### src/rtl/bus_xfer_arbiter_pkg.sv
// Shared codes, state encoding and helpers for the bus transfer arbiter.
// Replaces the bus_defs.vh header.
package bus_xfer_arbiter_pkg;

  localparam logic [1:0] SRC_AR  = 2'd0;
  localparam logic [1:0] SRC_DR  = 2'd1;
  localparam logic [1:0] SRC_PC  = 2'd2;
  localparam logic [1:0] DST_INV = 2'd3;

  typedef enum logic [1:0] {
    ST_IDLE  = 2'd0,
    ST_GRANT = 2'd1,
    ST_LOAD  = 2'd2
  } state_e;

  function automatic logic [1:0] nxt3(input logic [1:0] c);
    return (c == SRC_PC) ? SRC_AR : c + 2'd1;
  endfunction

  function automatic logic [2:0] onehot3(input logic [1:0] c);
    return 3'b001 << c;
  endfunction

  function automatic logic [1:0] dst_of(input logic [5:0] d,
                                        input logic [1:0] c);
    case (c)
      SRC_AR:  return d[1:0];
      SRC_DR:  return d[3:2];
      default: return d[5:4];
    endcase
  endfunction

  // A source may not load itself, and code 3 names no register.
  function automatic logic dst_ok(input logic [1:0] w,
                                  input logic [1:0] d);
    return (d != w) && (d != DST_INV);
  endfunction

endpackage

### src/rtl/bus_xfer_arbiter_rr_pick3.sv
// Combinational 3-way round-robin picker starting at ptr.
// ptr=0 gives fixed priority AR > DR > PC.
module rr_pick3
  import bus_xfer_arbiter_pkg::*;
(
  input  logic [2:0] req,
  input  logic [1:0] ptr,
  output logic [2:0] pick,
  output logic [1:0] code,
  output logic       valid
);

  logic [1:0] p0, p1, p2;

  always_comb begin
    p0 = (ptr == DST_INV) ? SRC_AR : ptr;
    p1 = nxt3(p0);
    p2 = nxt3(p1);
    code  = p0;
    valid = 1'b0;
    if ((req & onehot3(p0)) != 3'b000) begin
      code  = p0;
      valid = 1'b1;
    end else if ((req & onehot3(p1)) != 3'b000) begin
      code  = p1;
      valid = 1'b1;
    end else if ((req & onehot3(p2)) != 3'b000) begin
      code  = p2;
      valid = 1'b1;
    end
    pick = valid ? onehot3(code) : 3'b000;
  end

endmodule

### src/rtl/bus_xfer_arbiter.sv
// Shared 16-bit bus arbiter for AR/DR/PC: grant, settle, load, ack.
// BUS_ARB_RR_EN selects round-robin; otherwise fixed AR > DR > PC.
module bus_xfer_arbiter
  import bus_xfer_arbiter_pkg::*;
#(
  parameter int SETTLE = 1,
  parameter int CNT_W  = 4
) (
  input  logic       clk,
  input  logic       rst,
  input  logic [2:0] req,
  input  logic [5:0] req_dst,
  output logic [1:0] sel,
  output logic       bus_en,
  output logic [2:0] gnt,
  output logic       ld_ar,
  output logic       ld_dr,
  output logic       ld_pc,
  output logic [2:0] ack,
  output logic       err,
  output logic       busy
);

  state_e             state_q, state_d;
  logic [CNT_W-1:0]   cnt_q, cnt_d;
  logic [1:0]         win_q, win_d;
  logic [1:0]         dst_q, dst_d;
  logic [1:0]         sel_q, sel_d;
  logic               bus_en_q, bus_en_d;
  logic [2:0]         gnt_q, gnt_d;
  logic [2:0]         ld_q, ld_d;
  logic [2:0]         ack_q, ack_d;
  logic               err_q, err_d;
  logic               busy_q, busy_d;

`ifdef BUS_ARB_RR_EN
  logic [1:0]         ptr_q, ptr_d;
`else
  logic [1:0]         ptr_q;
  assign ptr_q = SRC_AR;
`endif

  logic [2:0]         pk_onehot;
  logic [1:0]         pk_code;
  logic               pk_vld;
  logic [1:0]         pk_dst;

  rr_pick3 u_pick (
    .req   (req),
    .ptr   (ptr_q),
    .pick  (pk_onehot),
    .code  (pk_code),
    .valid (pk_vld)
  );

  assign pk_dst = dst_of(req_dst, pk_code);

  always_comb begin
    state_d  = state_q;
    cnt_d    = cnt_q;
    win_d    = win_q;
    dst_d    = dst_q;
    sel_d    = sel_q;
    bus_en_d = bus_en_q;
    gnt_d    = gnt_q;
    busy_d   = busy_q;
    ld_d     = 3'b000;
    ack_d    = 3'b000;
    err_d    = 1'b0;
`ifdef BUS_ARB_RR_EN
    ptr_d    = ptr_q;
`endif
    case (state_q)
      ST_IDLE: begin
        if (pk_vld) begin
          if (!dst_ok(pk_code, pk_dst)) begin
            err_d = 1'b1;
            ack_d = pk_onehot;
`ifdef BUS_ARB_RR_EN
            ptr_d = nxt3(pk_code);
`endif
          end else begin
            state_d  = ST_GRANT;
            cnt_d    = CNT_W'(SETTLE - 1);
            win_d    = pk_code;
            dst_d    = pk_dst;
            sel_d    = pk_code;
            bus_en_d = 1'b1;
            gnt_d    = pk_onehot;
            busy_d   = 1'b1;
          end
        end
      end
      ST_GRANT: begin
        // Owner withdrew: release the bus without loading anything.
        if ((req & onehot3(win_q)) == 3'b000) begin
          state_d  = ST_IDLE;
          sel_d    = SRC_AR;
          bus_en_d = 1'b0;
          gnt_d    = 3'b000;
          busy_d   = 1'b0;
        end else if (cnt_q == '0) begin
          state_d = ST_LOAD;
          ld_d    = onehot3(dst_q);
          ack_d   = onehot3(win_q);
`ifdef BUS_ARB_RR_EN
          ptr_d   = nxt3(win_q);
`endif
        end else begin
          cnt_d = cnt_q - 1'b1;
        end
      end
      ST_LOAD: begin
        state_d  = ST_IDLE;
        sel_d    = SRC_AR;
        bus_en_d = 1'b0;
        gnt_d    = 3'b000;
        busy_d   = 1'b0;
      end
      default: begin
        state_d  = ST_IDLE;
        sel_d    = SRC_AR;
        bus_en_d = 1'b0;
        gnt_d    = 3'b000;
        busy_d   = 1'b0;
      end
    endcase
  end

  always_ff @(posedge clk or posedge rst) begin
    if (rst) begin
      state_q  <= ST_IDLE;
      cnt_q    <= '0;
      win_q    <= SRC_AR;
      dst_q    <= SRC_AR;
      sel_q    <= SRC_AR;
      bus_en_q <= 1'b0;
      gnt_q    <= 3'b000;
      ld_q     <= 3'b000;
      ack_q    <= 3'b000;
      err_q    <= 1'b0;
      busy_q   <= 1'b0;
`ifdef BUS_ARB_RR_EN
      ptr_q    <= SRC_AR;
`endif
    end else begin
      state_q  <= state_d;
      cnt_q    <= cnt_d;
      win_q    <= win_d;
      dst_q    <= dst_d;
      sel_q    <= sel_d;
      bus_en_q <= bus_en_d;
      gnt_q    <= gnt_d;
      ld_q     <= ld_d;
      ack_q    <= ack_d;
      err_q    <= err_d;
      busy_q   <= busy_d;
`ifdef BUS_ARB_RR_EN
      ptr_q    <= ptr_d;
`endif
    end
  end

  assign sel    = sel_q;
  assign bus_en = bus_en_q;
  assign gnt    = gnt_q;
  assign ld_ar  = ld_q[0];
  assign ld_dr  = ld_q[1];
  assign ld_pc  = ld_q[2];
  assign ack    = ack_q;
  assign err    = err_q;
  assign busy   = busy_q;

endmodule

### config.mk
export PLATFORM = sky130hd
export DESIGN_NAME = bus_xfer_arbiter
export DESIGN_NICKNAME = d
export VERILOG_FILES = /design/src/rtl/bus_xfer_arbiter_pkg.sv /design/src/rtl/bus_xfer_arbiter_rr_pick3.sv /design/src/rtl/bus_xfer_arbiter.sv
export SDC_FILE = /design/constraint.sdc
export NUM_CORES = 1
export LEC_CHECK = 0
export CAP_MARGIN = 10
export CORE_ASPECT_RATIO = 1.75
export CORE_MARGIN = 5
export CORE_UTILIZATION = 44
export CTS_BUF_LIST = sky130_fd_sc_hd__clkbuf_4
export DETAILED_ROUTE_END_ITERATION = 7
export PLACE_DENSITY = 0.78
export SLEW_MARGIN = 40
export SYNTH_ARGS = -nofsm -noshare
export SYNTH_HDL_FRONTEND = slang
export SYNTH_SLANG_ARGS = --single-unit
### constraint.sdc
create_clock -name clk -period 1.77 [get_ports clk]
set_input_delay 0.531 -clock clk [delete_from_list [all_inputs] [get_ports clk]]
set_output_delay 0.531 -clock clk [all_outputs]
set_load 0.1 [all_outputs]
==> impl_summary.md, run 1 <==
Worst setup path
In this run the register-to-register setup slack is -0.12 ns. The type of the worst setup path is in -> reg. At the worst endpoint, the required time is 1.99 ns.

Counting buffers and inverters, the worst setup path is 8 cells deep. In this run the critical register-to-register path is captured at cnt_q[3]. The launching instance or port of the critical path is req[1]. The reg-to-reg critical path startpoint is cnt_q[0].

The data arrival time of the critical path is 2.13 ns. The number of buffers and inverters on the critical path is 2. The critical path ends at dst_q[0]. On the critical path, the stage with the largest delay is an instance of or3b_4. In this run the worst path has a maximum fanout of 6. The stage delay of the slowest cell on the critical path is 0.42 ns. The critical path capture point type is a flop. Traced cell by cell, the critical path runs through buf_2 > or3b_4 > o21ai_4 > o211a_4 > nor3_4 > buf_6 > nor2_4 > mux2_4. STA classifies the critical path startpoint as a primary input.

The dominant delay contributor by cell family on the critical path is simple AND/OR/NAND/NOR gates. The length in cells of the worst reg-to-reg path is 7.

Floorplan
The horizontal extent of the die is 48.7 um. After floorplanning, the core was sized to cover 0.00252 mm2. The initial cell density of the core is 45.8%. The floorplan die height is 77.8 um. The floorplan step defined a die boundary enclosing 0.00379 mm2.

The floorplan has 24 rows. The I/O pin count is 25.

STA
Static timing analysis puts the maximum clock frequency at 523 MHz. Headroom to the max-slew limit came out at 77.0%. For the final database, setup skew stands at 0.00517 ns. The minimum period implied by the final worst setup slack is 1.91 ns. Setup repair after global routing could not meet its margin everywhere. Adding up every negative setup slack in the final design gives -1.18 ns.

The slew at the pin closest to its max-slew limit is 0.344 ns. The final cycle utilization of the critical path is 108%. In the post-route analysis, the smallest setup slack over all paths is -0.141 ns. The final number of hold-violating endpoints was 0. The number of pins with negative max-slew slack in the final report came to 0.

Setup violations remaining at the end of the flow were counted as 14.

Run
The max-capacitance violation count is 0.

Layout
Cells fill 78.2% of the core in the end. The fraction of layout instances using a drive strength above 1 is 56.5%. The finished layout cell area is 0.00197 mm2. The post-synthesis to final-layout area growth is 70.9%. After the last flow step, the layout net total stands at 182. Excluding fillers, the count of instances in the completed layout stands at 194.

The antenna cell count is 0.

GRT
Global routing used 17.8% of the available tracks. Entering global routing, the biggest net connects 24 pins. The total overflow left after global routing is 0. The via count of the first global-routing pass is 1154. The initial antenna violation count is 0. The first global-routing pass estimated 5.22 mm of wire. For this run, global-route usage on met1 was measured as 14.8%.

The met3 routing resource usage after global routing is 2.49%. The global routing met2 resource utilization is 36.1%. The global routing stage identified its most utilized layer as met2.

Clock tree
In this run, CTS created clock tree buffers numbering 3. The cell at the root of the clock tree is clkbuf_4. The CTS tree is built. The number of levels the H-tree was split into is 1. The clock transition time at the flip-flop clock pins of the worst setup and hold paths is 0.13 ns. The worst-case clock buffer depth is 2. The clock drives 23 sinks. The source-to-sink clock delay at the later pin of the worst-skew pair is 0.32 ns.

Route
In the routed layout, each cell is associated on average with a via count of 5.57. The count of TritonRoute iterations in the first routing pass is 4. After detailed routing, the number of remaining DRC violations is 0. Detailed routing inserted a total of 1080 vias. In this run the remaining antenna-violating nets after routing total 0. The total wire length is 3.35 mm. In the final routed layout, each cell accounts on average for 17.3 um. The initial DRC count is 38.

Yosys
The synthesis warning total is 0. The most used flip-flop cell after synthesis is dfrtp_1. The count of cell types in the netlist is 42. Sequential elements use 49.8% of the synthesized area. By area the synthesized netlist is led by dfrtp_1, mux2_4, a21o_1, nor2_1, a32o_1.

The net count of the mapped netlist is 116. The cell area that synthesis handed to floorplanning was 0.00115 mm2. The number of synthesized flops with an enable pin is 0. The fraction of post-synthesis cell area in the top cell type by area is 49.8%. dfrtp_1 takes more of the synthesized area than any other cell.

Counting flops and latches in the post-synthesis netlist gives 23. Counting every instance in the synthesized netlist gives 103. Dividing the synthesized area by the synthesized cell count gives 11.2 um2. The share of flip-flops with an asynchronous set or reset is 100%.

Hold path
The worst hold path class is reg -> reg.

Status
The flow ran to the end, but the final reports show violations. The checks that failed: negative setup slack.

Pwr
The static power due to leakage is 0.971 nW. The design draws 3.45 mW. For this design the ratio of total power to cell area is 1750 mW/mm2. The peak supply drop is 1.10 mV.

Place
The estimated wirelength of the detail-placed design is 2.43 mm. The last weighted congestion value of the routability-driven placer is 0.863. Including well taps, the total number of placed cells is 180. The placed instances occupy a cell area of 0.00181 mm2. Input and output buffers added on the ports amount to 24.
-- state kept, by name, summed over array words and instances, names as in the netlist --
signal and count:
dst_q 2, busy 1, ld_q 3, gnt 3
state_q 2, ack 3, sel 2, win_q 2
err 1, cnt_q 4
-- cells by family (layout without fill, tap and decap cells) --
group | Yosys count | count (layout) | synth area share (%)
AOI/OAI and AO/OA | 24 | 24 | 16.5
xor gates and xnor gates | 1 | 1 | 0.759
adders and majority gates | 2 | 2 | 2.17
buffers and inverters | 12 | 77 | 5.31
DFF | 23 | 23 | 49.8
muxes | 6 | 6 | 6.72
and+or+nand+nor | 35 | 35 | 18.7
-- metrics by stage --
step / worst slack, ns / hold WS, ns
2_1_floorplan: -0.328 / 0.445
3_3_place_gp: -0.832 / 0.462
3_5_place_dp: -0.919 / 0.478
4_1_cts: -0.131 / 0.495
5_1_grt: -0.166 / 0.518
6_report: -0.141 / 0.497
-- cells in the final DEF (no fill, tap or decap), types with 2 or more instances in the layout --
master	count
buf_4	35
dfrtp_1	22
buf_12	14
nor2_1	9
buf_6	8
inv_1	6
a21o_1	5
mux2_4	4
nor3b_1	3
clkbuf_4	3
clkdlybuf4s50_1	3
nand2b_1	2
or3b_4	2
or2_4	2
nand2_1	2
nor3_1	2
a32o_1	2
nor2b_1	2
a22o_1	2
inv_2	2
clkbuf_2	2
-- metal layers --
| layer | vias to the layer above | share of wire (%) |
|---|---|---|
| met3 | 20 | 3.7 |
| met4 | 0 | 6.1 |
| met1 | 525 | 32 |
| met2 | 38 | 58 |
| li1 | 497 | - |
| met5 | - | 0 |
-- layout make-up --
type	count	area, um2
timing repair buffer	65	702
fill	138	549
clock inverter	1	5.00
multi-input combinational	68	604
inverter	8	30.0
sequential	23	577
clock buffer	3	22.5
tap	26	32.5
-- where the power goes --
part           switching, mW  internal (mW)  total (mW)
combinational           1.27           1.04        2.31
sequential             0.190          0.702       0.892
clock                  0.165         0.0847       0.250
total                   1.63           1.82        3.45
-- synthesized netlist by cell type, types with 3 or more instances --
cell type   n
dfrtp_1    23
nor2_1      9
inv_1       8
a21o_1      5
a32o_1      3
mux2_4      3
nand2_1     3
nor2b_1     3
nor3_1      3
nor3b_1     3
-- repair_timing --
action                                  in CTS  in global routing
setup buffers                                5                  5
endpoints found under the setup margin      23                 14
pin swaps                                   15                 12
gates resized for setup                     37                 11
hold buffers                                 0                  0
-- worst min path at each step --
stage / from / to / slack (ns) / cells after the start
finish: cnt_q[3] / cnt_q[3] / 0.50 / 1
global route: dst_q[0] / ld_q[2] / 0.52 / 1
CTS: cnt_q[3] / cnt_q[3] / 0.50 / 1
detailed placement: cnt_q[3] / cnt_q[3] / 0.48 / 1
global placement: dst_q[1] / ld_q[0] / 0.46 / 1
floorplan: dst_q[0] / ld_q[2] / 0.45 / 1
-- worst reg2reg max path, delay by kind of cell (launching register included) --
family	cells	cell delay [ns]
simple gates	3	0.99
flops	1	0.39
fa+ha+maj	1	0.17
compound gates	1	0.12
mux	1	0.07
buf+inv	1	0.05
No activity file was read; power rests on OpenSTA's default activity.
==> inputs of run 2 (changes only) <==
GPL_TIMING_DRIVEN = 0   (was default)
PLACE_DENSITY = 0.74   (was 0.78)
==> impl_summary.md, run 2 (synthesis gave the netlist of run 1 again) <==
Status
The flow ran to the end, but the final reports show violations. The checks that failed: negative setup slack.

Floorplan
The I/O pin count is 25 (unchanged). The initial cell density of the core is 45.8% (unchanged). The floorplan die height came to 77.8 um (unchanged). The die area is 0.00379 mm2 (unchanged). The placement row count is 24 (unchanged). The standard cell core area is 0.00252 mm2 (unchanged). The horizontal extent of the die came to 48.7 um (unchanged).

STA
The minimum period implied by the final worst setup slack is 1.88 ns (-0.0313 ns). The setup skew after layout is 0.00789 ns (+0.00272 ns). The remaining max-slew budget at the tightest pin is 67.8% (-9.2 points). The accumulated negative setup slack came to -0.537 ns (+0.646 ns). The top achievable clock speed is 532 MHz (+1.7%). The slew at the pin closest to its max-slew limit is 0.479 ns (+0.135 ns). The number of pins with negative max-slew slack in the final report is 0 (unchanged). The final-report setup violation count was 8 (-6). Setup repair after global routing could not meet its margin everywhere.

The final cycle utilization of the critical path is 106% (-1.8 points). The final number of hold-violating endpoints is 0 (unchanged). The final critical-path setup slack was -0.110 ns (+0.0313 ns).

Layout
The post-synthesis to final-layout area growth is 42.0%. The count of fill cells added during filler insertion was 204 (+48%). The number of standard cells in the layout, taps in and fillers out came to 175 (-9.8%). The flip-flop count of the largest register, all copies and words added was 4 (unchanged).

The area taken by multi-input logic gates is 622 um2 (+2.9%). The fraction of layout instances using a drive strength above 1 is 51.7% (-4.9 points). The most common cell after layout, fill and taps aside is dfrtp_1.

The footprint of the flip-flops and latches was 577 um2 (unchanged). cnt_q holds more flip-flops than any other register. The finished layout cell area is 0.00164 mm2 (-17%). The net total in the final layout was 163 (-10%). The antenna cell count was 0 (unchanged).

In the layout the commonest cells are dfrtp_1, buf_4, buf_2, nor2_1.

Place
The number of buffers added on ports was 23 (-4.2%). The last weighted congestion value of the routability-driven placer was 0.773 (-10%). The estimated wirelength of the detail-placed design is 1.90 mm (-22%). The pre-CTS setup slack is -1.00 ns (-0.0822 ns). The total cell area at the placement stage was 0.00140 mm2 (-23%). The number of placed instances with taps included is 152 (-16%).

Clock tree
The CTS tree is built. The number of levels the H-tree was split into is 1 (unchanged). The worst-case clock buffer depth came to 2 (unchanged). The clock transition time at the flip-flop clock pins of the worst setup and hold paths is 0.13 ns (about the same).

The total clock buffers created by CTS is 3 (unchanged). CTS placed an instance of clkbuf_4 at the clock tree root. The source-to-sink clock delay at the later pin of the worst-skew pair was 0.32 ns (about the same). The number of hold buffers added after cts is 0 (unchanged). The clock sink count is 23 (unchanged).

Worst setup path
The dominant delay contributor by cell family on the critical path is simple AND/OR/NAND/NOR gates. The launching element type of the critical path is a primary input. The critical path is of the in -> reg type. The maximum fanout along the worst path came to 6 (unchanged).

STA classifies the critical path endpoint as a flop. The critical path goes through buf_6 > or3b_4 > a21oi_4 > nor4_4 > nor3_4 > a21o_1 > mux2_4. The combined buffer and inverter count along the critical path is 1 (-1). The stage delay of the slowest cell on the critical path came to 0.39 ns (-0.03 ns).

The highest-delay cell along the critical path is or3b_4. The data arrival time of the critical path is 2.09 ns (-0.04 ns). The critical path data required time is 1.98 ns (about the same).

Route
The vias per cell is 5.51 (-1.0%). The detailed-route via count is 964 (-11%). The count of TritonRoute iterations in the first routing pass is 4 (unchanged).

The total wire length is 2.86 mm (-15%). The initial DRC count came to 31 (-18%). The average wire length per cell after detail routing was 16.3 um (-5.5%). The DRC violation count after routing is 0 (unchanged).

The count of nets left with antenna violations after detail routing is 0 (unchanged).

GRT
The initial antenna violation count is 0 (unchanged). The first-pass GRT wire length is 4.46 mm (-15%). The overall track demand over capacity in global routing is 15.1% (-2.7 points). The largest net degree at the start of global routing was 24 (unchanged). The final global-route overflow total is 0 (unchanged).

The via count of the first global-routing pass is 969 (-16%).

Hold path
The worst hold path class is reg -> reg.

Pwr
The power density over the cells is 1780 mW/mm2 (+1.8%). The total power draw is 2.92 mW (-15%). The peak supply drop is 0.884 mV (-20%). The static power due to leakage is 0.824 nW (-15%).

Run
The max-capacitance violation count is 0 (unchanged).
-- run 2: cell types whose count changed in the layout (fill, tap and decap cells not counted), sizes merged --
cell and change:
buf -20, clkdlybuf4s15 +1
-- run 2: layout make-up --
| type | count | share of cell area, % |
|---|---|---|
| Sequential cell | 23 | 35.2 |
| Clock inverter | 1 | 0.305 |
| Inverter | 8 | 1.98 |
| Timing Repair Buffer | 43 | 18.9 |
| Buffer | 3 | 2.36 |
| Clock buffer | 3 | 1.37 |
| Tap cell | 26 | 1.98 |
| Multi-Input combinational cell | 68 | 37.9 |
-- run 2: power breakdown --
part	leakage [nW]	switching (mW)	internal [mW]	total [mW]
logic	0.505	1.21	0.633	1.84
clock network	0.0177	0.157	0.0847	0.241
registers	0.301	0.136	0.700	0.837
-- run 2: path summary, 6_finish.rpt --
kind	from	endpoint	slack [ns]	cells after the start
max in group asynchronous	rst	busy	0.91	2
min in group asynchronous	rst	gnt[1]	0.52	2
min reg2reg	gnt[2]	gnt[2]	0.49	1
min	gnt[2]	gnt[2]	0.49	1
max	req_dst[4]	cnt_q[1]	-0.11	7
max reg2reg	win_q[0]	cnt_q[3]	-0.10	6
-- run 2: metrics by stage --
stage | utilization [%] | hold slack [ns]
floorplan | - | 0.445
global placement | 58.1 | 0.460
detailed placement | 55.4 | 0.469
CTS | 61.3 | 0.489
global route | 65.0 | 0.512
finish | 65.0 | 0.494
-- run 2: metal layers --
layer  vias to the layer above  track usage (%)  wire (um)
li1                        457                -          -
met5                         -                0          0
met1                       465             14.3        989
met3                         5             1.34        134
met2                        37             30.0       1670
met4                         0             8.63         67
-- run 2: timing repair --
item,4_1_cts,5_1_grt
pin swaps,9,13
endpoints found under the setup margin,23,18
resized for setup,26,20
buffers inserted,14,6
cloned,0,0
==> inputs of run 3 (changes only) <==
CORE_UTILIZATION = 40   (was 44)
PLACE_DENSITY = 0.68   (was 0.74)
==> impl_summary.md, run 3 (synthesis gave the netlist of run 1 again) <==
Pwr
The peak supply drop is 1.20 mV (+36%). The internal power summed over all cells was 1.39 mW (-1.9%). The combinational share of power is 61.8% (-1.3 points).

The sequential share of power is 29.5% (+0.9 points). The static power due to leakage is 0.786 nW (-4.6%). The part of the total power dissipated in the clock network was 8.8% (+0.5 points). The total power draw is 2.83 mW (-3.0%). The net switching power is 1.44 mW (-4.0%). The share of total power consumed by net switching is 50.9% (-0.54 points). The power density over the cells was 1800 mW/mm2 (+0.95%).

STA
The final number of hold-violating endpoints came to 0 (unchanged). Setup repair after global routing could not meet its margin everywhere. The post-route worst hold slack came to 0.498 ns (+0.00402 ns).

The accumulated negative setup slack is -0.487 ns (+0.0502 ns). The minimum period implied by the final worst setup slack came to 1.89 ns (+0.00545 ns). The final cycle utilization of the critical path is 107% (+0.31 points). The top achievable clock speed is 530 MHz (-0.29%).

The final critical-path setup slack is -0.115 ns (-0.00545 ns). The number of pins with negative max-slew slack in the final report is 0 (unchanged). The remaining max-slew budget at the tightest pin is 67.2% (-0.63 points). The setup skew after layout is 0.00581 ns (-0.00208 ns). The final-report setup violation count is 5 (-3).

The slew at the pin closest to its max-slew limit is 0.495 ns (+0.0165 ns).

Layout
The register with the most flip-flops in the final layout is cnt_q. The flip-flop count of the largest register, all copies and words added is 4 (unchanged). The fraction of layout instances using a drive strength above 1 is 48.3% (-3.4 points).

The library cell used most frequently in the layout, excluding fill and tap cells, is dfrtp_1. The top cell types in the final layout, fill and taps aside, are dfrtp_1, buf_4, buf_2, nor2_1. The finished layout cell area is 0.00158 mm2 (-3.9%). The antenna cell count was 0 (unchanged).

The number of standard cells in the layout, taps in and fillers out is 170 (-2.9%). The final core area utilization came to 57.3% (-7.8 points). The net total in the final layout is 157 (-3.7%). Relative to the synthesized area, the layout overhead comes to 36.5%.

Floorplan
The initial cell density of the core came to 42.0% (-3.8 points). The I/O pin count is 25 (unchanged). The horizontal extent of the die is 50.6 um (+3.9%). The die area is 0.00410 mm2 (+8.3%). The standard cell core area is 0.00275 mm2 (+9.1%).

The placement row count is 25 (+4.2%). The floorplan die height is 81.1 um (+4.3%).

Status
The checks that failed: negative setup slack. The run finished, with violations left.

Clock tree
The number of levels the H-tree was split into came to 1 (unchanged). The total clock buffers created by CTS is 3 (unchanged). The clock sink count came to 23 (unchanged). The clock transition time at the flip-flop clock pins of the worst setup and hold paths is 0.12 ns (about the same). The root buffer cell chosen for the clock tree is clkbuf_4.

The number of hold buffers added after cts came to 0 (unchanged). The source-to-sink clock delay at the later pin of the worst-skew pair came to 0.31 ns (about the same). The worst-case clock buffer depth came to 2 (unchanged). The CTS tree is built.

GRT
The overall track demand over capacity in global routing was 14.6% (-0.51 points). The largest net degree at the start of global routing is 24 (unchanged). The first-pass GRT wire length is 4.58 mm (+2.8%). The final global-route overflow total is 0 (unchanged). The initial antenna violation count is 0 (unchanged). The via count of the first global-routing pass is 1015 (+4.7%).

Place
The last weighted congestion value of the routability-driven placer is 0.833 (+7.7%). The total cell area at the placement stage came to 0.00140 mm2 (about the same). The number of placed instances with taps included is 153 (+0.66%). The number of buffers added on ports is 23 (unchanged). The estimated wirelength of the detail-placed design is 2.03 mm (+6.5%). The pre-CTS setup slack came to -1.04 ns (-0.0395 ns).

Hold path
The endpoint of the worst hold path is ld_q[2]. The path class of the tightest hold or removal check is reg -> reg. The instance count along the most critical hold path is 1 (unchanged).

The beginning of the worst hold path is dst_q[0].

Worst setup path
The maximum fanout along the worst path was 5 (-1). The data arrival time of the critical path came to 2.09 ns (about the same). The stage delay of the slowest cell on the critical path is 0.39 ns (about the same). The length in cells of the worst reg-to-reg path is 7 (+1). The endpoint of the worst register-to-register path is cnt_q[3].

The slowest stage of the critical path is the or3b_4 cell. Walking the worst path, the cells encountered are buf_6 > or3b_4 > a21oi_4 > nor4_4 > nor3_4 > a21o_1 > mux2_4. The type of the worst setup path is in -> reg. The critical path capture point type is a flop.

The register-to-register setup slack is -0.10 ns (about the same). The critical path data required time is 1.98 ns (about the same). The launching element type of the critical path is a primary input.

The dominant delay contributor by cell family on the critical path is simple AND/OR/NAND/NOR gates. The combined buffer and inverter count along the critical path came to 1 (unchanged). The reg-to-reg critical path startpoint is cnt_q[0].

Route
The count of TritonRoute iterations in the first routing pass is 5 (+1). The total wire length is 2.77 mm (-2.9%). The initial DRC count is 24 (-23%). The count of nets left with antenna violations after detail routing is 0 (unchanged).

The average wire length per cell after detail routing is 16.3 um (about the same). The DRC violation count after routing is 0 (unchanged). The detailed-route via count is 928 (-3.7%). The vias per cell is 5.46 (-0.90%).

Run
The max-capacitance violation count is 0 (unchanged).
==> run 3: per-layer routing <==
metal | global-route usage [%] | wire, um
met5 | 0 | 0
met4 | 8.18 | 64
met3 | 1.65 | 98
met2 | 27.4 | 1610
met1 | 15.0 | 1000
==> run 3: final cells by class <==
class	count	area [um2]
Buffer	3	38.8
Clock buffer	4	30.0
Fill cell	257	1180
Inverter	8	30.0
Multi-Input combinational cell	68	601
Sequential cell	23	578
Tap cell	27	33.8
Timing Repair Buffer	37	265
==> run 3: worst max-delay path by stage <==
stage                           from        to  slack [ns]  cells after the start
final                     req_dst[4]  cnt_q[1]       -0.12                      7
after global routing        win_q[0]  cnt_q[3]       -0.18                      6
after CTS                     req[0]  cnt_q[1]       -0.12                      8
after detailed placement      req[1]  cnt_q[1]       -1.04                      7
after global placement        req[1]  cnt_q[1]       -0.98                      7
after floorplan               req[2]  cnt_q[1]       -0.33                      7
==> run 3: power by group through the flow <==
stage                     registers (mW)  logic, mW  clock network, mW
after floorplan                     1.40      0.749                  0
after global placement             0.828       1.65                  0
after detailed placement           0.837       1.60                  0
after global routing               0.866       1.86              0.271
after CTS                          0.829       1.73              0.257
final                              0.834       1.75              0.249
==> run 3: what timing repair did <==
action                     in CTS  in global routing
buffers inserted               13                  2
pin swaps                      11                  8
cloned                          0                  0
resized for setup              30                 11
setup endpoints to repair      23                 18
